--- src/rtl/fetch_pkg.sv ---
// Shared definitions for the instruction-fetch stage: default widths,
// fetch-queue pointer sizing and the reset PC held in empty queue slots.
package fetch_pkg;

  localparam int DEF_PC_WIDTH    = 64;
  localparam int DEF_INSTR_WIDTH = 32;
  localparam int DEF_FQ_DEPTH    = 4;

  // Pointer width for the default depth: one wrap bit above the index.
  localparam int PTR_W = $clog2(DEF_FQ_DEPTH) + 1;

  // Headroom bits above the pointer width for the drop counter. Each flush
  // adds at most FQ_DEPTH orphaned requests.
  localparam int DROP_HEADROOM = 4;

  localparam logic [63:0] RESET_PC = 64'h0;

  // Pointer width for an arbitrary queue depth.
  function automatic int ptr_w(input int depth);
    return $clog2(depth) + 1;
  endfunction

endpackage

--- src/rtl/fetch_queue.sv ---
// In-order fetch queue. Entries are allocated when the imem request is
// accepted, filled in order as responses return, and freed from the head.
// Three pointers: alloc (tail), fill (oldest unfilled), head (oldest).
module fetch_queue
  import fetch_pkg::*;
#(
  parameter int PC_WIDTH    = DEF_PC_WIDTH,
  parameter int INSTR_WIDTH = DEF_INSTR_WIDTH,
  parameter int FQ_DEPTH    = DEF_FQ_DEPTH,
  localparam int QPTR_W     = ptr_w(FQ_DEPTH)
) (
  input  logic                   i_clk,
  input  logic                   i_rst_n,
  input  logic                   i_flush,
  input  logic                   i_alloc,
  input  logic [PC_WIDTH-1:0]    i_alloc_pc,
  input  logic                   i_fill,
  input  logic [INSTR_WIDTH-1:0] i_fill_instr,
  input  logic                   i_deq,
  output logic                   o_full,
  output logic                   o_empty,
  output logic [QPTR_W-1:0]      o_outstanding,
  output logic                   o_head_filled,
  output logic [PC_WIDTH-1:0]    o_head_pc,
  output logic [INSTR_WIDTH-1:0] o_head_instr
);

  localparam int IDX_W = QPTR_W - 1;

  typedef struct packed {
    logic [PC_WIDTH-1:0]    pc;
    logic [INSTR_WIDTH-1:0] instr;
    logic                   filled;
  } entry_t;

  entry_t            r_mem [FQ_DEPTH];
  logic [QPTR_W-1:0] r_head;
  logic [QPTR_W-1:0] r_fill;
  logic [QPTR_W-1:0] r_alloc;

  logic [IDX_W-1:0]  w_head_idx;
  logic [IDX_W-1:0]  w_fill_idx;
  logic [IDX_W-1:0]  w_alloc_idx;

  assign w_head_idx  = r_head[IDX_W-1:0];
  assign w_fill_idx  = r_fill[IDX_W-1:0];
  assign w_alloc_idx = r_alloc[IDX_W-1:0];

  assign o_full        = (r_alloc[QPTR_W-1] != r_head[QPTR_W-1]) &&
                         (r_alloc[IDX_W-1:0] == r_head[IDX_W-1:0]);
  assign o_empty       = (r_alloc == r_head);
  assign o_outstanding = r_alloc - r_fill;
  assign o_head_filled = r_mem[w_head_idx].filled;
  assign o_head_pc     = r_mem[w_head_idx].pc;
  assign o_head_instr  = r_mem[w_head_idx].instr;

  // Storage and pointers. Alloc only targets a free slot and fill only an
  // allocated one, so the per-slot writes below never collide.
  always_ff @(posedge i_clk or negedge i_rst_n) begin
    if (!i_rst_n) begin
      r_head  <= '0;
      r_fill  <= '0;
      r_alloc <= '0;
      for (int i = 0; i < FQ_DEPTH; i++) begin
        r_mem[i] <= '{pc: RESET_PC[PC_WIDTH-1:0], instr: '0, filled: 1'b0};
      end
    end else if (i_flush) begin
      r_head  <= '0;
      r_fill  <= '0;
      r_alloc <= '0;
      for (int i = 0; i < FQ_DEPTH; i++) begin
        r_mem[i].filled <= 1'b0;
      end
    end else begin
      if (i_alloc) begin
        r_mem[w_alloc_idx].pc     <= i_alloc_pc;
        r_mem[w_alloc_idx].filled <= 1'b0;
        r_alloc                   <= r_alloc + 1'b1;
      end
      if (i_fill) begin
        r_mem[w_fill_idx].instr  <= i_fill_instr;
        r_mem[w_fill_idx].filled <= 1'b1;
        r_fill                   <= r_fill + 1'b1;
      end
      if (i_deq) begin
        r_head <= r_head + 1'b1;
      end
    end
  end

endmodule

--- src/rtl/if_fetch_unit.sv ---
// Instruction-fetch stage: issues one imem read per PC, queues {pc, instr}
// in order and hands them to IF/ID via valid/ready. Flush discards queued
// entries and counts in-flight requests whose responses must be dropped.
// Optional build macro FETCH_PERF_CNT_EN adds perf_stall_cnt.
module if_fetch_unit
  import fetch_pkg::*;
#(
  parameter int PC_WIDTH    = DEF_PC_WIDTH,
  parameter int INSTR_WIDTH = DEF_INSTR_WIDTH,
  parameter int FQ_DEPTH    = DEF_FQ_DEPTH
) (
  input  logic                   clk,
  input  logic                   reset_n,
  input  logic [PC_WIDTH-1:0]    pc_in,
  output logic                   pc_stall,
  input  logic                   flush,
  output logic                   imem_req_valid,
  input  logic                   imem_req_ready,
  output logic [PC_WIDTH-1:0]    imem_req_addr,
  input  logic                   imem_rsp_valid,
  input  logic [INSTR_WIDTH-1:0] imem_rsp_data,
  output logic                   if_valid,
  input  logic                   if_ready,
  output logic [PC_WIDTH-1:0]    if_pc,
  output logic [INSTR_WIDTH-1:0] if_instr
`ifdef FETCH_PERF_CNT_EN
  ,
  output logic [31:0]            perf_stall_cnt
`endif
);

  localparam int QPTR_W = ptr_w(FQ_DEPTH);
  localparam int DROP_W = QPTR_W + DROP_HEADROOM;

  logic              w_full;
  logic              w_empty;
  logic [QPTR_W-1:0] w_outstanding;
  logic              w_has_out;
  logic              w_head_filled;
  logic              w_alloc;
  logic              w_fill;
  logic              w_deq;
  logic              w_drop_nz;
  logic              w_rsp_drop;
  logic              w_rsp_cnt;
  logic [DROP_W-1:0] r_drop_cnt;

  // Request side: address passes straight through from the PC.
  assign imem_req_valid = reset_n && !w_full && !flush;
  assign imem_req_addr  = pc_in;
  assign w_alloc        = imem_req_valid && imem_req_ready;

  // Hold the PC unless a request was taken; release it on flush so the
  // redirect target loads.
  assign pc_stall = !reset_n || (!flush && !w_alloc);

  // Response side: dropped responses are drained before any fill.
  assign w_has_out  = (w_outstanding != '0);
  assign w_drop_nz  = (r_drop_cnt != '0);
  assign w_rsp_drop = imem_rsp_valid && w_drop_nz;
  assign w_fill     = imem_rsp_valid && !w_drop_nz && w_has_out && !flush;
  // A response that consumes either a pending drop or an outstanding slot.
  assign w_rsp_cnt  = imem_rsp_valid && (w_drop_nz || w_has_out);

  // Output side.
  assign if_valid = !w_empty && w_head_filled && !flush;
  assign w_deq    = if_valid && if_ready;

  fetch_queue #(
    .PC_WIDTH    (PC_WIDTH),
    .INSTR_WIDTH (INSTR_WIDTH),
    .FQ_DEPTH    (FQ_DEPTH)
  ) u_fq (
    .i_clk         (clk),
    .i_rst_n       (reset_n),
    .i_flush       (flush),
    .i_alloc       (w_alloc),
    .i_alloc_pc    (pc_in),
    .i_fill        (w_fill),
    .i_fill_instr  (imem_rsp_data),
    .i_deq         (w_deq),
    .o_full        (w_full),
    .o_empty       (w_empty),
    .o_outstanding (w_outstanding),
    .o_head_filled (w_head_filled),
    .o_head_pc     (if_pc),
    .o_head_instr  (if_instr)
  );

  // Drop counter: on flush, every allocated-but-unfilled request becomes an
  // orphan, less the one whose response lands this same cycle.
  always_ff @(posedge clk or negedge reset_n) begin
    if (!reset_n) begin
      r_drop_cnt <= '0;
    end else if (flush) begin
      r_drop_cnt <= r_drop_cnt + DROP_W'(w_outstanding) - DROP_W'(w_rsp_cnt);
    end else if (w_rsp_drop) begin
      r_drop_cnt <= r_drop_cnt - 1'b1;
    end
  end

`ifdef FETCH_PERF_CNT_EN
  logic [31:0] r_perf_cnt;

  // Stall-cycle counter; wraps naturally at 32 bits.
  always_ff @(posedge clk or negedge reset_n) begin
    if (!reset_n) begin
      r_perf_cnt <= '0;
    end else if (pc_stall && !flush) begin
      r_perf_cnt <= r_perf_cnt + 32'd1;
    end
  end

  assign perf_stall_cnt = r_perf_cnt;
`endif

endmodule
--- config.mk ---
export PLATFORM = sky130hd
export DESIGN_NAME = if_fetch_unit
export DESIGN_NICKNAME = d
export VERILOG_FILES = /design/src/rtl/fetch_pkg.sv /design/src/rtl/fetch_queue.sv /design/src/rtl/if_fetch_unit.sv
export SDC_FILE = /design/constraint.sdc
export NUM_CORES = 1
export LEC_CHECK = 0
export ABC_AREA = 1
export BUFFER_PORTS_ARGS = -buffer_cell sky130_fd_sc_hd__buf_2
export CAP_MARGIN = 0
export CORE_UTILIZATION = 45
export DETAILED_ROUTE_END_ITERATION = 10
export PLACE_DENSITY = 0.68
export RECOVER_POWER = 25
export SYNTH_ARGS = -nofsm -noshare
export SYNTH_HDL_FRONTEND = slang
export SYNTH_SLANG_ARGS = --single-unit
--- constraint.sdc ---
create_clock -name clk -period 5.06 [get_ports clk]
set_input_delay 0.253 -clock clk [delete_from_list [all_inputs] [get_ports clk]]
set_output_delay 0.253 -clock clk [all_outputs]
set_load 0.02 [all_outputs]
==> flow_metrics.env, run 1 <==
export IMPL_period_share=0.713
export IMPL_slew_headroom=-1.00
export IMPL_ys_types=26
export IMPL_synth_nets=2418
export IMPL_stdcell_count=3032
export IMPL_syn_to_final_growth_pct=15.9
export IMPL_grt_pass1_vias=15500
export IMPL_internal_power_mw=6.22
export IMPL_dr_first_iter_drc_count=1236
export IMPL_clock_skew_ns=0.0169
export IMPL_r2r_slack_ns=1.63
export IMPL_leakagePower_nw=11.4
export IMPL_coreArea_sq_um=41000
export IMPL_ys_seq_area_frac=0.537
export IMPL_cts_path_max_buffers=3
export IMPL_cts_root_buf="clkbuf_16"
export IMPL_firstDrtPassIters=8
export IMPL_clkPwrFrac=0.356
export IMPL_p_sw_frac=0.301
export IMPL_layout_min_cycle_time_ns=3.61
export IMPL_port_buffers=264
export IMPL_synth_common_cells="nand2_1 (711), o21ai_0 (464), dfrtp_1 (404)"
export IMPL_hold_ws_ns=0.0303
export IMPL_critPathArrivalTime_ns=4.16
export IMPL_cts_tree="built"
export IMPL_synthArstFlopShare=1.00
export IMPL_cts_sinks=404
export IMPL_yosysTopAreaCell="dfrtp_1"
export IMPL_tns_ns=0
export IMPL_syn_cell_area_sq_um=18800
export IMPL_drive_gt1_frac=0.122
export IMPL_crit_required_ns=5.62
export IMPL_place_hpwl_mm=27.8
export IMPL_grt_start_max_net_pins=166
export IMPL_crit_family="buffers and inverters"
export IMPL_critPathSlowestCell="clkbuf_1"
export IMPL_violations="DRC, capacitance limit, slew limit"
export IMPL_fmax_mhz=277
export IMPL_final_nets=2595
export IMPL_seqPwrFrac=0.445
export IMPL_placed_cells=2893
export IMPL_antenna_cells=0
export IMPL_cts_resized=0
export IMPL_syn_area_per_cell_sq_um=8.22
export IMPL_endpoint_kind="asynchronous set/reset pin"
export IMPL_drv_cap=1
export IMPL_cp_max_fo=165
export IMPL_grt_overflow_total=0
export IMPL_hold_buffers=60
export IMPL_hold_viol_final=0
export IMPL_holdCritPathClass="in -> reg"
export IMPL_wl_per_cell_microns=16.3
export IMPL_grt_first_pass_wirelength_mm=79.7
export IMPL_worstMarginPinSlew_ns=3.00
export IMPL_drtAntennaViolNets=0
export IMPL_synth_seq_cells=404
export IMPL_cts_reportedPaths_clkPinSlew_ns=0.06
export IMPL_totalWireLength_mm=49.3
export IMPL_gp_congestion=0.842
export IMPL_vias=16000
export IMPL_max_stage_delay_ns=2.17
export IMPL_rows=74
export IMPL_fillers=3858
export IMPL_clock_latency_ns=0.57
export IMPL_final_util=0.532
export IMPL_path_class="in -> async"
export IMPL_path_cells="dlygate4sd3_1 > buf_8 > clkbuf_1 > buf_12"
export IMPL_via_per_inst=5.28
export IMPL_path_buf_inv=4
export IMPL_fp_dieH_microns=206
export IMPL_peakVddDrop_uv=298
export IMPL_synth_top_cell_area_share=0.537
export IMPL_h_tree_depth=2
export IMPL_powerDensity_nw_per_um2=408
export IMPL_grt_antenna_before_repair=0
export IMPL_setup_viol=0
export IMPL_rsz0062_at_grt="false"
export IMPL_switchingPower_mw=2.68
export IMPL_die_area_sq_um=42600
export IMPL_status="complete, but fails checks"
export IMPL_numCtsBuffers=44
export IMPL_grt_use_total=0.233
export IMPL_synth_edf_count=0
export IMPL_ys_warn_count=0
export IMPL_syn_inst=2290
export IMPL_io_pins=265
export IMPL_yosys_top_cells_area="dfrtp_1 (54%), nand2_1 (14%), o21ai_0 (12%)"
export IMPL_drc=21
export IMPL_power_frac_comb=0.199
export IMPL_critPathLaunchType="primary input"
export IMPL_synth_most_common_cell="nand2_1"
export IMPL_die_w_microns=206
export IMPL_final_max_slew_viol_count=55
export IMPL_ys_flop_type="dfrtp_1"
export IMPL_cts_post_setup_buffers_inserted=0
export IMPL_initial_core_util=0.459
[state kept, by name (all words and copies together), names as in the netlist]
register      cells
r_drop_cnt        7
u_fq.r_alloc      3
u_fq.r_fill       3
u_fq.r_head       3
u_fq.r_mem      388
[final timing paths]
kind,to,depth (start not counted),from
max,u_fq.r_mem[203],4,reset_n
min,u_fq.r_mem[227],3,pc_in[0]
max reg2reg,r_drop_cnt[2],15,u_fq.r_alloc[0]
min reg2reg,u_fq.r_mem[205],2,u_fq.r_mem[205]
max in group clk,if_valid,7,u_fq.r_head[1]
min in group asynchronous,u_fq.r_mem[55],2,reset_n
[per-stage QoR]
stage | instance area, sq um | setup slack, ns | total power, mW
floorplan | 18800 | 1.95 | 5.17
global placement | 19900 | 1.76 | 5.69
detailed placement | 19900 | 1.63 | 5.75
CTS | 21900 | 1.44 | 8.98
global route | 21800 | 0.793 | 9.41
finish | 21800 | 1.45 | 8.90
[area by class of cell]
class | count | area, sq um | area share
clock buffers | 64 | 1320 | 0.0605
clock inverters | 15 | 123 | 0.00562
inverters | 105 | 399 | 0.0183
multi-input cells | 1568 | 7140 | 0.327
flip-flops and latches | 404 | 10100 | 0.464
well taps | 532 | 666 | 0.0305
repair buffers | 344 | 2050 | 0.0939
[cells by family after synthesis]
group	Yosys count	synth area share
simple gates	968	0.200
flops	404	0.537
fa+ha+maj	26	0.0181
buf+inv	318	0.0834
compound gates	566	0.157
xor+xnor	8	0.00372
[power groups by stage]
stage | logic (mW) | registers [mW] | clock network [mW]
global placement | 1.70 | 3.99 | 0
detailed placement | 1.74 | 4.01 | 0
global route | 2.01 | 4.01 | 3.38
floorplan | 1.23 | 3.94 | 0
finish | 1.77 | 3.96 | 3.17
CTS | 1.79 | 3.95 | 3.24
[routing by layer]
metal / GRT usage / vias to the layer above / part of all wire
met3: 0.0451 / 76 / 0.072
met5: 0 / - / 0
met2: 0.379 / 525 / 0.47
li1: - / 7715 / -
met1: 0.310 / 7695 / 0.44
met4: 0.0851 / 0 / 0.023
[worst reg2reg max path, stage by stage, from the launching register on]
cell and delay (ns):
dfrtp_1 0.44, inv_1 0.11, ha_1 0.22, fa_1 0.51
nand2_1 0.05, nand3b_2 0.31, nand2_1 0.11, nand2_1 0.06
ha_1 0.28, inv_1 0.04, ha_1 0.20, fa_1 0.48
o21ai_0 0.18, o21ai_0 0.11, nand2_1 0.08, o21ai_0 0.10
[placed cells by master (no fill, tap or decap), types with 2 or more instances in the layout]
master / instances
o21ai_0: 464
fa_1: 2
xnor2_1: 5
buf_2: 199
buf_12: 4
dlygate4sd3_1: 60
a21oi_1: 6
clkinv_2: 9
nand2_1: 711
inv_2: 2
clkbuf_8: 10
nand3_1: 28
buf_4: 15
dfrtp_1: 402
clkbuf_1: 73
xor2_1: 3
nand4_1: 12
clkbuf_16: 46
clkinvlp_4: 3
nor2_4: 4
nor2_1: 206
ha_1: 24
inv_1: 102
o22ai_1: 96
No activity file was read; power rests on OpenSTA's default activity.
==> run 2: changes to the inputs <==
--- a/config.mk
+++ b/config.mk
@@ -10,7 +10,7 @@
 export CAP_MARGIN = 0
 export CORE_UTILIZATION = 45
 export DETAILED_ROUTE_END_ITERATION = 10
-export PLACE_DENSITY = 0.68
+export PLACE_DENSITY = 0.71
 export RECOVER_POWER = 25
 export SYNTH_ARGS = -nofsm -noshare
 export SYNTH_HDL_FRONTEND = slang
==> constraint.sdc (replaced) <==
create_clock -name clk -period 3.2 [get_ports clk]
set_input_delay 0.16 -clock clk [delete_from_list [all_inputs] [get_ports clk]]
set_output_delay 0.16 -clock clk [all_outputs]
set_load 0.02 [all_outputs]
==> run 2 against run 1 <==
The run still ends with DRC, capacitance limit, slew limit left. Sequential power is 58% higher. Global-route usage is 0.35 points higher. Die area stayed put. Critical path depth is 11 higher. Wire length is 2.0% higher. Setup slack worse by 1.2 ns. First-iteration DRC count is 13% higher. Core utilization is 1.6 points higher. Sequential share of layout area is 1.4 points lower. Final area is 3.0% higher. Combinational power is 63% higher. Power is 60% higher. Largest power group unchanged.
==> flow_metrics.env, run 2 (same netlist as run 1, synthesis figures left out) <==
export IMPL_firstDrtPassIters=8
export IMPL_critPathMostFrequentCell="nand2_1"
export IMPL_fp_dieH_microns=206
export IMPL_gp_congestion=0.796
export IMPL_path_cells="inv_2 > ha_2 > fa_1 > nand2_1 > nand3b_2 > nand2_1 > nand2_1 > ha_1 > inv_1 > ha_2 > fa_2 > nand2_1 > o21ai_0 > nand2_1 > o21ai_0"
export IMPL_die_w_microns=206
export IMPL_switchingPower_mw=4.28
export IMPL_power_frac_comb=0.203
export IMPL_hold_viol_final=0
export IMPL_drc=21
export IMPL_clock_skew_ns=0.0157
export IMPL_peakVddDrop_uv=435
export IMPL_cts_sinks=404
export IMPL_final_max_slew_viol_count=204
export IMPL_largestRegisters="u_fq.r_mem: 388 flops, r_drop_cnt: 7 flops"
export IMPL_cts_path_max_buffers=3
export IMPL_grt_first_pass_wirelength_mm=81.0
export IMPL_cts_root_buf="clkbuf_16"
export IMPL_rows=74
export IMPL_grt_pass1_vias=16100
export IMPL_seqPwrFrac=0.439
export IMPL_layout_min_cycle_time_ns=2.98
export IMPL_largest_register_ffs=388
export IMPL_regMostFlops="u_fq.r_mem"
export IMPL_place_hpwl_mm=28.4
export IMPL_drv_cap=2
export IMPL_path_buf_inv=2
export IMPL_hold_ws_ns=0.0894
export IMPL_fmax_mhz=335
export IMPL_wl_per_cell_microns=16.3
export IMPL_max_stage_delay_ns=0.56
export IMPL_drive_gt1_frac=0.127
export IMPL_syn_to_final_growth_pct=19.4
export IMPL_setup_viol=0
export IMPL_h_tree_depth=2
export IMPL_totalWireLength_mm=50.3
export IMPL_grt_overflow_total=0
export IMPL_grt_use_total=0.237
export IMPL_antenna_cells=0
export IMPL_via_per_inst=5.32
export IMPL_reg2reg_depth=15
export IMPL_die_area_sq_um=42600
export IMPL_cts_reportedPaths_clkPinSlew_ns=0.06
export IMPL_final_util=0.548
export IMPL_final_nets=2650
export IMPL_path_class="reg -> reg"
export IMPL_critPathLaunchType="register"
export IMPL_worstMarginPinSlew_ns=2.16
export IMPL_cp_num_cells=15
export IMPL_period_share=0.932
export IMPL_numCtsBuffers=45
export IMPL_clkPwrFrac=0.358
export IMPL_crit_required_ns=3.63
export IMPL_cts_tree="built"
export IMPL_clock_latency_ns=0.58
export IMPL_leakagePower_nw=11.7
export IMPL_coreArea_sq_um=41000
export IMPL_internal_power_mw=9.98
export IMPL_grt_antenna_before_repair=0
export IMPL_grt_start_max_net_pins=171
export IMPL_endpoint_kind="register"
export IMPL_crit_family="adder cells"
export IMPL_drtAntennaViolNets=0
export IMPL_io_pins=265
export IMPL_status="complete, but fails checks"
export IMPL_violations="DRC, capacitance limit, slew limit"
export IMPL_slew_headroom=-0.438
export IMPL_initial_core_util=0.459
export IMPL_dr_first_iter_drc_count=1401
export IMPL_vias=16400
export IMPL_fillers=3758
export IMPL_holdCritPathClass="in -> async"
export IMPL_powerDensity_nw_per_um2=635
export IMPL_layout_common_cells="nand2_1 (711), o21ai_0 (461), dfrtp_1 (402)"
export IMPL_cp_max_fo=3
export IMPL_critPathSlowestCell="fa_1"
export IMPL_critPathArrivalTime_ns=3.41
export IMPL_mostFrequentLayoutCell="nand2_1"
export IMPL_port_buffers=264
export IMPL_p_sw_frac=0.300
## run 2: through the flow
step	setup TNS, ns	instance area [sq um]	cells	setup slack [ns]	total power [mW]
2_1_floorplan	0	18800	2290	0.0869	8.18
6_report	0	22500	3091	0.216	14.3
4_1_cts	0	22500	3090	0.0883	14.4
3_3_place_gp	0	20100	2906	0.165	9.00
3_5_place_dp	0	20100	2906	0.131	9.11
5_1_grt	-0.00923	22500	3091	-0.00923	15.1
## run 2: worst paths after layout
check                                       end       startpoint  slack, ns
worst min register to register  u_fq.r_mem[207]  u_fq.r_mem[207]       0.47
max in group asynchronous        u_fq.r_mem[93]          reset_n       0.59
worst max-delay path              r_drop_cnt[1]  u_fq.r_alloc[0]       0.22
min in group clk                  r_drop_cnt[5]   imem_rsp_valid       0.22
worst min-delay path            u_fq.r_mem[150]          reset_n       0.09
worst max register to register    r_drop_cnt[1]  u_fq.r_alloc[0]       0.22
## run 2: timing repair
action	CTS	global route
setup endpoints to repair	0	3
hold buffers	100	0
hold endpoints to repair	439	0
gates resized for setup	0	8
setup buffers	0	1
## run 2: power by group through the flow
stage	sequential (mW)	clock, mW	combinational [mW]
2_1_floorplan	6.23	0	1.94
3_3_place_gp	6.30	0	2.70
3_5_place_dp	6.33	0	2.78
4_1_cts	6.25	5.23	2.89
5_1_grt	6.35	5.43	3.27
6_report	6.26	5.11	2.89
## run 2: worst register-to-register path, cell delays in order, from the launching register on
cell	delay (ns)
dfrtp_1	0.36
inv_2	0.06
ha_2	0.18
fa_1	0.56
nand2_1	0.05
nand3b_2	0.20
nand2_1	0.06
nand2_1	0.05
ha_1	0.28
inv_1	0.07
ha_2	0.19
fa_2	0.43
nand2_1	0.07
o21ai_0	0.07
nand2_1	0.09
o21ai_0	0.11
## run 2: area by class of cell
cell class | count | area, sq um | area share
Clock buffer | 71 | 1380 | 0.0613
Inverter | 105 | 399 | 0.0178
Clock inverter | 13 | 101 | 0.00451
Tap cell | 532 | 666 | 0.0296
Multi-Input combinational cell | 1568 | 7150 | 0.318
Timing Repair Buffer | 398 | 2670 | 0.119
Sequential cell | 404 | 10100 | 0.450
## run 2: per-layer routing
metal  track usage  up-vias  part of all wire
li1              -     7837                 -
met1         0.301     7976              0.43
met2         0.405      570              0.48
met3        0.0448       62             0.072
met4        0.0772        0             0.020
met5             0        -                 0
